## src/rtl/demux1to16_deser_if.sv

```systemverilog
// demux1to16_deser_if: serial-in / word-out bundle for the 1:16 deserializer
interface demux1to16_deser_if #(
  parameter int WIDTH = 16,
  parameter int SEL_W = 4
);
  logic din;
  logic din_valid;
  logic sof;
  logic [WIDTH-1:0] dout;
  logic dout_valid;
  logic dout_ready;
  logic [SEL_W-1:0] sel_cnt;
  logic frame_err;
  logic overrun;
  modport master (
    output din, din_valid, sof, dout_ready,
    input  dout, dout_valid, sel_cnt, frame_err, overrun
  );
  modport slave (
    input  din, din_valid, sof, dout_ready,
    output dout, dout_valid, sel_cnt, frame_err, overrun
  );
endinterface

```

## src/rtl/demux1to16_deser.sv

```systemverilog
// demux1to16_deser: steers serial bits into slot cnt, presents completed words with valid/ready
module demux1to16_deser #(
  parameter int WIDTH = 16,
  parameter int SEL_W = 4
) (
  input logic clk,
  input logic rst_n,
  demux1to16_deser_if.slave bus
);
  logic [WIDTH-1:0] shreg, dout, word;
  logic [SEL_W-1:0] cnt;
  logic dout_valid, frame_err, overrun, done, slot_free;
  always_comb begin
    done = bus.din_valid && !bus.sof && (cnt == '1);
    slot_free = !dout_valid || bus.dout_ready;
    word = {bus.din, shreg[WIDTH-2:0]};
  end
  always_ff @(posedge clk) begin
    if (!rst_n) begin
      shreg <= '0;
      cnt <= '0;
      dout <= '0;
      dout_valid <= 1'b0;
      frame_err <= 1'b0;
      overrun <= 1'b0;
    end else begin
      frame_err <= bus.din_valid && bus.sof && (cnt != '0);
      if (bus.din_valid) begin
        if (bus.sof) begin
          shreg[0] <= bus.din;
          cnt <= SEL_W'(1);
        end else begin
          shreg[cnt] <= bus.din;
          cnt <= cnt + 1'b1;
        end
      end
      // a completion into an occupied slot is dropped and latched as overrun
      if (done && slot_free) begin
        dout <= word;
        dout_valid <= 1'b1;
      end else begin
        if (dout_valid && bus.dout_ready) dout_valid <= 1'b0;
        if (done) overrun <= 1'b1;
      end
    end
  end
  assign bus.dout = dout;
  assign bus.dout_valid = dout_valid;
  assign bus.sel_cnt = cnt;
  assign bus.frame_err = frame_err;
  assign bus.overrun = overrun;
endmodule

```

## src/flat_wrapper.sv

```systemverilog
// flat-port wrapper written by rule: the top's interface ports become plain ports
module demux1to16_deser_flat 
#(
  parameter int WIDTH = 16,
  parameter int SEL_W = 4
)
  (clk, rst_n, bus_din, bus_din_valid, bus_sof, bus_dout_ready, bus_dout, bus_dout_valid, bus_sel_cnt, bus_frame_err, bus_overrun);
  demux1to16_deser_if #(.WIDTH(WIDTH), .SEL_W(SEL_W)) bus_i ();
  input logic clk;
  input logic rst_n;
  input wire logic [$bits(bus_i.din)-1:0] bus_din;
  input wire logic [$bits(bus_i.din_valid)-1:0] bus_din_valid;
  input wire logic [$bits(bus_i.sof)-1:0] bus_sof;
  input wire logic [$bits(bus_i.dout_ready)-1:0] bus_dout_ready;
  output wire logic [$bits(bus_i.dout)-1:0] bus_dout;
  output wire logic [$bits(bus_i.dout_valid)-1:0] bus_dout_valid;
  output wire logic [$bits(bus_i.sel_cnt)-1:0] bus_sel_cnt;
  output wire logic [$bits(bus_i.frame_err)-1:0] bus_frame_err;
  output wire logic [$bits(bus_i.overrun)-1:0] bus_overrun;
  assign bus_i.din = bus_din;
  assign bus_i.din_valid = bus_din_valid;
  assign bus_i.sof = bus_sof;
  assign bus_i.dout_ready = bus_dout_ready;
  assign bus_dout = bus_i.dout;
  assign bus_dout_valid = bus_i.dout_valid;
  assign bus_sel_cnt = bus_i.sel_cnt;
  assign bus_frame_err = bus_i.frame_err;
  assign bus_overrun = bus_i.overrun;
  demux1to16_deser #(.WIDTH(WIDTH), .SEL_W(SEL_W)) u_core (.clk(clk), .rst_n(rst_n), .bus(bus_i));
endmodule
```

## config.mk

```make
export PLATFORM = sky130hd
export DESIGN_NAME = demux1to16_deser_flat
export DESIGN_NICKNAME = d
export VERILOG_FILES = /design/src/rtl/demux1to16_deser_if.sv /design/src/rtl/demux1to16_deser.sv /design/src/flat_wrapper.sv
export SDC_FILE = /design/constraint.sdc
export NUM_CORES = 1
export LEC_CHECK = 0
export ABC_AREA = 1
export CAP_MARGIN = 20
export CORE_ASPECT_RATIO = 1.5
export CORE_UTILIZATION = 40
export DETAILED_ROUTE_END_ITERATION = 8
export MAX_ROUTING_LAYER = met4
export RECOVER_POWER = 100
export SLEW_MARGIN = 20
export SYNTH_ARGS = -nofsm -noshare
export SYNTH_HDL_FRONTEND = slang
export SYNTH_SLANG_ARGS = --single-unit
export TNS_END_PERCENT = 5
```

## constraint.sdc

```tcl
create_clock -name clk -period 1.17 [get_ports clk]
set_input_delay 0.234 -clock clk [delete_from_list [all_inputs] [get_ports clk]]
set_output_delay 0.234 -clock clk [all_outputs]
set_load 0.005 [all_outputs]
```

==> metrics.md, run 1 <==
| Metric | Value |
|---|---|
| Least-Margin Pin Slew | roughly 0.3 ns |
| Yosys warns | 0 |
| Slew headroom | 79.8% |
| Slowest cell delay on critical path | 0.37 ns |
| WP data arrival | approximately 1.5 ns |
| Via count | ~1,700 |
| DRC | 3 |
| # setup viols final | 35 |
| Most frequent cells in the layout | inv_1, nand2_1, nor2_1, dfxtp_1, buf_4 |
| Final Hold Violating Endpoints | 0 |
| Synth top area cells | dfxtp_1, inv_1, nand2_1, nor2_1, nand4_1 |
| Worst-path cell with the longest stage delay | dfxtp_4 |
| Clock skew | around 0.0052 ns |
| Crit path time final | ~1.3 ns |
| Global-route usage over all layers | 18.6% |
| Count of mapped cells out of synthesis | about 280 |
| RSZ-0062 raised after global routing | yes |
| DR vias/cell | around 4.5 |
| Pwr Density | approximately 900 nW/um2 |
| ANT cells | 0 |
| Synth cell types | 21 |
| Share of cells above drive strength 1 | between 20% and 30% |
| Most common cell after layout, fill and taps aside | inv_1 |
| Post-synth top area cell | dfxtp_1 |
| # IOs | 29 |
| Setup ws final | -0.127 ns |
| Post-DP HPWL | 2.69 mm |
| Grt ovf | 0 |
| First-pass GRT wire length | about 7.0 mm |
| Post-Place Worst Slack | -0.441 ns |
| Chip height | about 85 um |
| Status | finished, violations left |
| DR pass1 iterations | 6 |
| Hold_ws | 0.455 ns |
| Fin crit share | 111% |
| Slew Limit Fails | 0 |
| CTS tree | yes |
| Combined buffer and inverter count along the critical path | 3 |
| Routed len/inst | roughly 10 um |
| Overall power | around 2.4 mW |
| Startpoint type of the worst setup path | register |
| Critical path fanouts, max | 17 |
| CTS root buf | clkbuf_8 |
| Starting Density | approximately 43% |
| Clock-pin slew on the worst setup and hold paths | around 0.070 ns |
| Max-Cap Viols | 0 |
| Clk_lat worst skew | 0.28 ns |
| CTS Buf Count | 5 |
| Register area share after synthesis | between 40% and 50% |
| GRT Max-Usage Layer | met2 |
| Largest net degree at the start of global routing | 26 |
| Failing checks | DRC, setup timing |
| Antenna violations before repair | 0 |
| Fmax | 771 MHz |
| Cell family with most CP delay | simple AND/OR/NAND/NOR gates |
| Sequence of cells on the critical path | buf_6 -> ha_4 -> nand2_4 -> nor2_4 -> nand3_4 -> buf_12 -> nand2_1 -> inv_1 -> nor2_1 |
| Die ar. | ~5000 um2 |
| Critical Path End Type | register |
| Setup CP Type | reg2reg |
| Routability cong. | between 0.7 and 0.8 |
| DRT iter0 DRCs | 50 |
| Core area | 4320 um2 |
| Worst Hold Class | reg2reg |
| Clk sinks | 38 |
| CTS H-Tree Depth | 2 |
| Synth-to-layout area growth | 42.2% |
| Mean cell area of the mapped netlist | around 6.6 um2 |
| Grt met2 use | around a third |
| GRT met3 Usage | ~2.7% |
| Routed wire length | about 4.0 mm |
| Post-synth net total | 292 |
| Worst IR Drop VDD | approximately 0.00052 V |
| Number of synthesized register bits | 38 |
| Die width | ~58 um |
| GRT met1 Usage | approximately a fifth |
| IO Port Bufs | 28 |
| Final ANT Viol Nets | 0 |
| Worst EP required | 1.39 ns |
| Clk buf depth | 2 |
| Top cell type's share of synthesized area | 41.2% |
| Syn Std Cell Area | 1850 um2 |
| Number of global-route vias before repair | 1,611 |
| Static Leakage | ~1.2 nW |
| Row Count | 29 |
| Nets | ~350 |
-- layer usage --
layer / share of wire [%] / wire length, um / vias to the layer above
li1: - / - / 945
met1: 45 / 1790 / 725
met2: 50 / 2020 / 36
met3: 3.2 / 129 / 6
met4: 1.5 / 61 / 0
met5: 0 / 0 / -
-- per-stage QoR --
step           setup TNS (ns)  utilization, %  instance area, um2  instances
2_1_floorplan          -0.283               -                1880        282
3_3_place_gp           -12.81            54.8                2360        368
3_5_place_dp           -13.43            54.8                2360        368
4_1_cts                 -3.92            57.9                2500        381
5_1_grt                 -5.76            60.9                2630        381
6_report                -3.00            60.9                2630        381
-- synthesized netlist by cell type (all sizes together) --
cell    number
nand3b       1
nand2       71
nand4       16
inv         62
o21ai        2
nor2        57
a211oi       1
ha           4
clkbuf       5
dfxtp       38
a21oi        9
nor3         1
buf          6
nand3        9
-- final cells by class --
class / instances / area (um2)
clock buffers: 7 / 76.3
fillers: 420 / 1690
multi-input cells: 171 / 968
flip-flops and latches: 38 / 772
well taps: 46 / 57.6
repair buffers: 57 / 519
inverters: 62 / 235
-- sequential cells by signal, indices dropped and copies added, names as in the netlist --
name,flops
u_core.bus.sel_cnt,4
u_core.bus.dout_valid,1
u_core.bus.frame_err,1
u_core.bus.overrun,1
u_core.shreg,15
u_core.bus.dout,16
-- kinds of logic after synthesis --
group	synth area share, %
adders and majority gates	2.71
DFF	41.2
buffers and inverters	15.6
AOI/OAI and AO/OA	3.39
and+or+nand+nor	37.1
-- worst reg2reg max path: cells and delay by family, from the launching register on --
family                     cells  cell delay [ns]
and+or+nand+nor                5             0.43
DFF                            1             0.37
buffers and inverters          3             0.31
adders and majority gates      1             0.13
-- timing repair --
item	in CTS	in global routing
hold buffers	0	0
buffers inserted	6	0
endpoints found under the setup margin	58	39
pin swaps	5	4
resized for setup	38	39
-- final timing paths --
| kind | start | end | slack (ns) | cells past startpoint |
|---|---|---|---|---|
| worst max-delay path | u_core.bus.sel_cnt[1] | u_core.bus.dout[1] | -0.13 | 9 |
| worst min-delay path | u_core.bus.overrun | u_core.bus.overrun | 0.45 | 2 |
| worst max register to register | u_core.bus.sel_cnt[1] | u_core.bus.dout[1] | -0.13 | 9 |
| worst min register to register | u_core.bus.overrun | u_core.bus.overrun | 0.45 | 2 |
-- where the power goes --
group | switching (mW) | internal, mW
Clock | 0.414 | 0.410
Sequential | 0.00593 | 1.30
Combinational | 0.131 | 0.113
Total | 0.550 | 1.82
No activity file was read; power rests on OpenSTA's default activity.
==> inputs of run 2 (changes only) <==
- CORE_MARGIN: unset -> 2
- CORE_UTILIZATION: 40 -> 45
- DONT_BUFFER_PORTS: unset -> 1
==> metrics.md, run 2 (same netlist as run 1, synthesis figures left out) <==
| Metric | Value |
|---|---|
| Slew headroom | 84.4% (+4.7 points) |
| R2r startpoint | u_core.bus.sel_cnt[0] |
| CTS Hold Bufs | 0 (unchanged) |
| Fmax | 816 MHz (+5.8%) |
| Placed Area | 2010 um2 (-15%) |
| R2R depth | 7 (-2) |
| Core area | 3960 um2 (-8.3%) |
| CTS tree | yes |
| Combined buffer and inverter count along the critical path | 1 (-2) |
| Non-Filler Instances | 343 (-10%) |
| Stages on worst setup path | 7 (-2) |
| Via count | 1,574 (-8.1%) |
| Failing checks | setup timing |
| Hold depth | 2 (unchanged) |
| Clk sinks | 38 (unchanged) |
| Worst Hold Class | in2reg |
| CTS Buf Count | 5 (unchanged) |
| Slew Limit Fails | 0 (unchanged) |
| Max reg flops | 16 (unchanged) |
| Routed wire length | 3.56 mm (-11%) |
| Reg with most FFs | u_core.bus.dout |
| Max-Cap Viols | 0 (unchanged) |
| Worst EP required | 1.35 ns (-0.04 ns) |
| Post-Place Worst Slack | -0.164 ns (+0.277 ns) |
| Fin crit share | 105% (-6.1 points) |
| Synth-to-layout area growth | 20.0% |
| ANT cells | 0 (unchanged) |
| Overall power | 2.70 mW (+14%) |
| WHS Endpoint | u_core.shreg[14] |
| Fin area | 2220 um2 (-16%) |
| Pwr Density | 1220 nW/um2 (+35%) |
| CTS root buf | clkbuf_8 |
| Post-DP HPWL | 2.49 mm (-7.2%) |
| WP data arrival | 1.41 ns (-0.11 ns) |
| Static Leakage | 0.969 nW (-21%) |
| R2R Setup Slk | -0.06 ns (+0.07 ns) |
| # setup viols final | 21 (-40%) |
| Startpoint type of the worst setup path | register |
| RSZ-0062 raised after global routing | yes |
| Clk buf depth | 2 (unchanged) |
| IO Port Bufs | 0 (-100%) |
| Die width | 56.3 um (-2.0%) |
| Nets | 307 (-11%) |
| DRC | 0 (-3) |
| Hold Crit Start | rst_n |
| Crit path time final | 1.23 ns (-0.0709 ns) |
| Final ANT Viol Nets | 0 (unchanged) |
| Row Count | 28 (-3.4%) |
| Die ar. | 4650 um2 (-5.2%) |
| Sequence of cells on the critical path | inv_1 -> ha_1 -> nand3_2 -> nor2_1 -> nand2_1 -> nand2_1 -> nor2_1 |
| Starting Density | 46.7% (+3.9 points) |
| Status | finished, violations left |
| # IOs | 29 (unchanged) |
| Share of cells above drive strength 1 | 18.5% (-6.0 points) |
| Setup ws final | -0.0557 ns (+0.0709 ns) |
| Critical path fanouts, max | 4 (-13) |
| Cell family with most CP delay | simple AND/OR/NAND/NOR gates |
| Largest net degree at the start of global routing | 34 (+31%) |
| Antenna violations before repair | 0 (unchanged) |
| CTS H-Tree Depth | 2 (unchanged) |
| Worst IR Drop VDD | 0.000941 V (+80%) |
| Critical Path End Type | register |
| First-pass GRT wire length | 6.40 mm (-8.5%) |
| Most common cell after layout, fill and taps aside | inv_1 |
| Hold_ws | 0.0658 ns (-0.389 ns) |
| Setup CP Type | reg2reg |
| Routed len/inst | 10.4 um (-1.2%) |
| Clock skew | 0.00507 ns (-0.000121 ns) |
| Most frequent cells in the layout | inv_1, nand2_1, nor2_1, dfxtp_1, nand4_1 |
| Reg2reg end | u_core.shreg[4] |
| Slowest cell delay on critical path | 0.36 ns (about the same) |
| Number of global-route vias before repair | 1,491 (-7.4%) |
| DRT iter0 DRCs | 50 (unchanged) |
| Global-route usage over all layers | 17.9% (-0.65 points) |
| Placed cells | 333 (-9.5%) |
| Chip height | 82.5 um (-3.2%) |
| Worst-path cell with the longest stage delay | dfxtp_4 |
| Clk_lat worst skew | 0.28 ns (about the same) |
| Least-Margin Pin Slew | 0.232 ns (-0.0714 ns) |
| Setup TNS | -0.782 ns (+2.22 ns) |
| Grt ovf | 0 (unchanged) |
| Final Hold Violating Endpoints | 0 (unchanged) |
| Post-layout util | 56.0% (-4.8 points) |
| Clock-pin slew on the worst setup and hold paths | 0.07 ns (about the same) |
| Routability cong. | 0.774 (-1.2%) |
| DR vias/cell | 4.59 (+2.1%) |
| DR pass1 iterations | 4 (-2) |
## run 2: cell count changes in the layout (fill, tap and decap cells not counted), sizes merged
cell           delta
dlygate4sd2      -20
buf              -13
clkdlybuf4s50     -5
bufinv            +1
clkbuf            +1
dlymetal6s2s      -1
## run 2: report_power, final
part	total, mW	switching [mW]	internal, mW	leakage [nW]
Sequential	1.31	0.00860	1.30	0.309
Clock	1.27	0.451	0.823	0.0696
Combinational	0.114	0.0676	0.0459	0.591
## run 2: per-layer routing
metal,global-route usage [%],share of wire (%),up-vias
li1,-,-,867
met1,20.2,46,669
met3,4.98,4.9,2
met5,-,0,-
met2,30.6,48,36
met4,6.43,0.82,0
## run 2: worst max-delay path by stage
stage | endpoint | from | slack, ns
CTS | u_core.bus.dout[5] | u_core.bus.sel_cnt[0] | -0.06
finish | u_core.shreg[4] | u_core.bus.sel_cnt[0] | -0.06
detailed placement | u_core.bus.dout[4] | u_core.bus.sel_cnt[1] | -0.16
floorplan | u_core.bus.dout[10] | u_core.bus.sel_cnt[1] | -0.03
global route | u_core.bus.dout[11] | u_core.bus.sel_cnt[0] | -0.19
global placement | u_core.bus.dout[14] | u_core.bus.sel_cnt[1] | -0.12
## run 2: worst reg2reg max path, cell delays in order (launching register included)
cell and delay (ns):
dfxtp_4 0.36, inv_1 0.10, ha_1 0.23, nand3_2 0.13
nor2_1 0.15, nand2_1 0.06, nand2_1 0.05, nor2_1 0.03
## run 2: cell type report
class / instances / area (um2)
Sequential cell: 38 / 769
Clock inverter: 1 / 30.0
Tap cell: 45 / 56.3
Clock buffer: 7 / 108
Inverter: 62 / 233
Multi-Input combinational cell: 171 / 858
Timing Repair Buffer: 19 / 164
Fill cell: 409 / 1740
## run 2: what timing repair did
action | in CTS | in global routing
endpoints found under the hold margin | 0 | 0
pin swaps | 5 | 1
buffers inserted | 2 | 0
endpoints found under the setup margin | 33 | 36
gates resized for setup | 7 | 7
==> variant 1, RTL diff (settings of run 1) <==
`WIDTH` is set to 16 in 3 places; all go to 32.
--- a/src/rtl/demux1to16_deser_if.sv
+++ b/src/rtl/demux1to16_deser_if.sv
@@ -2,3 +2,3 @@
 interface demux1to16_deser_if #(
-  parameter int WIDTH = 16,
+  parameter int WIDTH = 32,
   parameter int SEL_W = 4
--- a/src/rtl/demux1to16_deser.sv
+++ b/src/rtl/demux1to16_deser.sv
@@ -2,3 +2,3 @@
 module demux1to16_deser #(
-  parameter int WIDTH = 16,
+  parameter int WIDTH = 32,
   parameter int SEL_W = 4
--- a/src/flat_wrapper.sv
+++ b/src/flat_wrapper.sv
@@ -3,3 +3,3 @@
 #(
-  parameter int WIDTH = 16,
+  parameter int WIDTH = 32,
   parameter int SEL_W = 4
Interface: changed (resized bus_dout); port bits go from 29 to 45. The function was not compared with the original's and may differ.
==> variant 1 against run 1 <==
The run ends with setup timing left; power increased by 15%; highest routed layer unchanged; worst setup slack worse by 0.025 ns; critical endpoint is now u_core.bus.dout[0]; area after synthesis rose by 11%; wire length grew 6.9%; cell area grew 4.6%; sequential cell count up 2; critical path depth down 1; combinational power rose by 2%; global-route usage is 1.3 points lower; largest cell class unchanged; final cell count rose by 13%; die area increased by 11%.
==> variant 1: results (changes against run 1) <==
| Metric | Value |
|---|---|
| Outcome | finished, violations left |
| Failing checks | setup timing |
| Max FFs per register | 17 (+1) |
| Input/output buffers | 29 (+3.6%) |
| Lkg Pwr | 1.31 nW (+7.6%) |
| Grt met3 use | 0.0345 (+0.00709) |
| Crit-path max cell delay | 0.35 ns (-0.02 ns) |
| Final worst slack | -0.152 ns (-0.0249 ns) |
| GRT Resource Usage Total | 0.173 (-0.0128) |
| WL met2 | 2180 um (+7.9%) |
| Sequential area share after synthesis | 0.390 (-0.0216) |
| Dpl hpwl | 2940 um (+9.5%) |
| Cell Count, Final, Fillers Out | 431 (+13%) |
| DRT iter0 DRCs | 55 (+10%) |
| Clk_lat worst skew | a little under 0.3 ns |
| Worst vdd rail ir drop | 664 uV (+27%) |
| Reg2reg start | u_core.bus.sel_cnt[0] |
| Final Skew | 0.00662 ns (+0.00143 ns) |
| Post-CTS sizing | 44 (+16%) |
| Met1 Wirelength | 1860 um (+3.9%) |
| Antenna violations before repair | 0 (unchanged) |
| Worst R2R Path Depth | 8 (-1) |
| Number of global-route vias before repair | 1676 (+4.0%) |
| Setup bufs post-CTS | 4 (-2) |
| First-pass GRT wire length | 7090 um (+1.4%) |
| Synth cell count leaders | nand2_1, inv_1, nor2_1, dfxtp_1 |
| Ys flop type | dfxtp_1 |
| Worst hold slack | 0.452 ns (-0.00267 ns) |
| 1st-pass router iterations | 4 (-2) |
| Synth Area per Inst | 6.56 um2 (about the same) |
| Met2 Track Usage GR | 0.283 (-0.0331) |
| DR vias | 1851 (+8.1%) |
| Largest cells by area after synthesis | dfxtp_1, nand2_1, inv_1 |
| Critical path arrival | 1.52 ns (about the same) |
| Layout cells sized above 1 | 0.186 (-0.0585) |
| Nets | 374 (+8.4%) |
| Worst Path Max Fanout | 12 (-5) |
| Worst r2r dst | u_core.bus.dout[0] |
| Layout fillers | 506 (+20%) |
| GP Congestion | 0.785 (+0.18%) |
| Placed Instances | 418 (+14%) |
| Hold Startpoint | u_core.bus.overrun |
| Met3 routed WL | 158 um (+22%) |
| Largest net degree at the start of global routing | 18 (-31%) |
| Setup violators final | 35 (unchanged) |
| Post-DP Area | 2500 um2 (+5.6%) |
| Met1 GRT Util | 0.201 (-0.0111) |
| WL/cell | 9.92 um (-5.5%) |
| Distinct cell type count after synthesis | 22 (+4.8%) |
| TNS Setup | -3.40 ns (-0.399 ns) |
[variant 1: layout make-up]
| class | count | area (um2) | area share |
|---|---|---|---|
| multi-input combinational | 195 | 1020 | 0.370 |
| sequential | 40 | 811 | 0.295 |
| timing repair buffer | 57 | 483 | 0.176 |
| inverter | 65 | 248 | 0.0901 |
| tap | 66 | 82.6 | 0.0300 |
| clock buffer | 6 | 72.6 | 0.0264 |
| clock inverter | 2 | 35.0 | 0.0127 |
[variant 1: cell families (layout without fill, tap and decap cells)]
logic type               after synthesis  in the layout  synth area share
other                                  1             15           0.00183
AND/OR/NAND/NOR                      162            163             0.343
flip-flops                            40             40             0.390
AO/OA/AOI/OAI                         13             13            0.0329
buffers and inverters                 93            130             0.208
adder cells (fa/ha/maj)                4              4            0.0244
[variant 1: report_power, final]
group	internal, mW	switching (mW)
logic	0.105	0.142
clock network	0.633	0.477
registers	1.37	0.00568
total	2.11	0.625
==> variant 2, RTL diff (flow settings as in run 1) <==
Without the edit above. Make the reset (`rst_n`) asynchronous in one clocked block.
--- a/src/rtl/demux1to16_deser.sv
+++ b/src/rtl/demux1to16_deser.sv
@@ -17,3 +17,3 @@
   end
-  always_ff @(posedge clk) begin
+  always_ff @(posedge clk or negedge rst_n) begin
     if (!rst_n) begin
Formal check against the unedited RTL: differs if rst_n is asserted again (counterexample within 4 cycles, from zero or initial values and one cycle with rst_n low); with rst_n held inactive, the same outputs for 10 cycles.
==> variant 2 against run 1 <==
The run ends with setup timing left; wire length fell by 9.2%; sequential share of layout area is 9.2 points higher; area after synthesis shrank 8.5%; clock skew barely moved; sequential cell count unchanged; worst setup slack got worse by 0.075 ns; cell area is 6.1% lower.
Power is not compared: it rests on default switching activity, and its combinational part moved more than twofold at a synthesized area within 25%.
==> variant 2: results (changes against run 1) <==
| Metric | Value |
|---|---|
| ClkCell Share | 0.0461 (+0.0171) |
| Non-clock buffer count in the final layout | 58 (+1.8%) |
| Largest net degree at the start of global routing | 17 (-35%) |
| Synth async-reset ratio | 1.00 (+1.00) |
| Mapped Nets | 192 (-34%) |
| Multi-input logic area | 673 um2 (-30%) |
| Cell count of the worst hold path | 1 (-1) |
| Synth Area per Inst | 9.29 um2 (+42%) |
| Dpl hpwl | 2460 um (-8.4%) |
| Critical path arrival | 1.56 ns (+0.04 ns) |
| Final worst slack | -0.202 ns (-0.0749 ns) |
| Worst Path Max Fanout | 8 (-9) |
| Worst hold slack | 0.482 ns (+0.0268 ns) |
| 1st-pass router iterations | 4 (-2) |
| Layout fillers | 372 (-11%) |
| Cell Count, Final, Fillers Out | 289 (-24%) |
| Synth cell count leaders | nand2_1, dfrtp_1, inv_1, o21ai_0, o21ai_2 |
| Failing checks | setup timing |
| TNS Setup | -4.11 ns (-1.11 ns) |
| DR vias | 1357 (-21%) |
| Worst r2r dst | u_core.bus.dout[15] |
| Outcome | finished, violations left |
| Worst Hold End | u_core.bus.overrun |
| Largest cells by area after synthesis | dfrtp_1, nand2_1, o21ai_2 |
| Max stage delay cell, worst path | dfrtp_1 |
| Buffering overhead | 0.229 (+0.0312) |
| Setup violators final | 40 (+14%) |
| Hold Startpoint | u_core.bus.overrun |
## variant 2: cell types whose count changed after synthesis, sizes merged, moves of 3 or more
cell    change
buf         -3
nand2      -16
inv        -33
dfxtp      -38
nand3       -3
o21ai      +31
nand4      -15
dfrtp      +38
nor2       -49
a21oi       -7
clkbuf      -4
## variant 2: routing by layer
layer,vias up,part of all wire,GRT usage
met1,640,0.39,0.210
li1,690,-,-
met4,0,0.016,0.0750
met5,-,0,-
met2,22,0.56,0.354
met3,5,0.036,0.0444
## variant 2: what timing repair did
| action | 4_1_cts | 5_1_grt |
|---|---|---|
| cloned | 2 | 0 |
| hold buffers | 1 | 0 |
| endpoints found under the hold margin | 11 | 0 |
| gates resized for setup | 67 | 23 |
| setup buffers | 11 | 0 |
| pin swaps | 3 | 2 |
| setup endpoints to repair | 54 | 42 |
## variant 2: logic make-up after synthesis
family,count (synthesis),synth area share
simple gates,71,0.178
flops,38,0.563
compound gates,36,0.144
buf+inv,33,0.0866
fa+ha+maj,4,0.0296
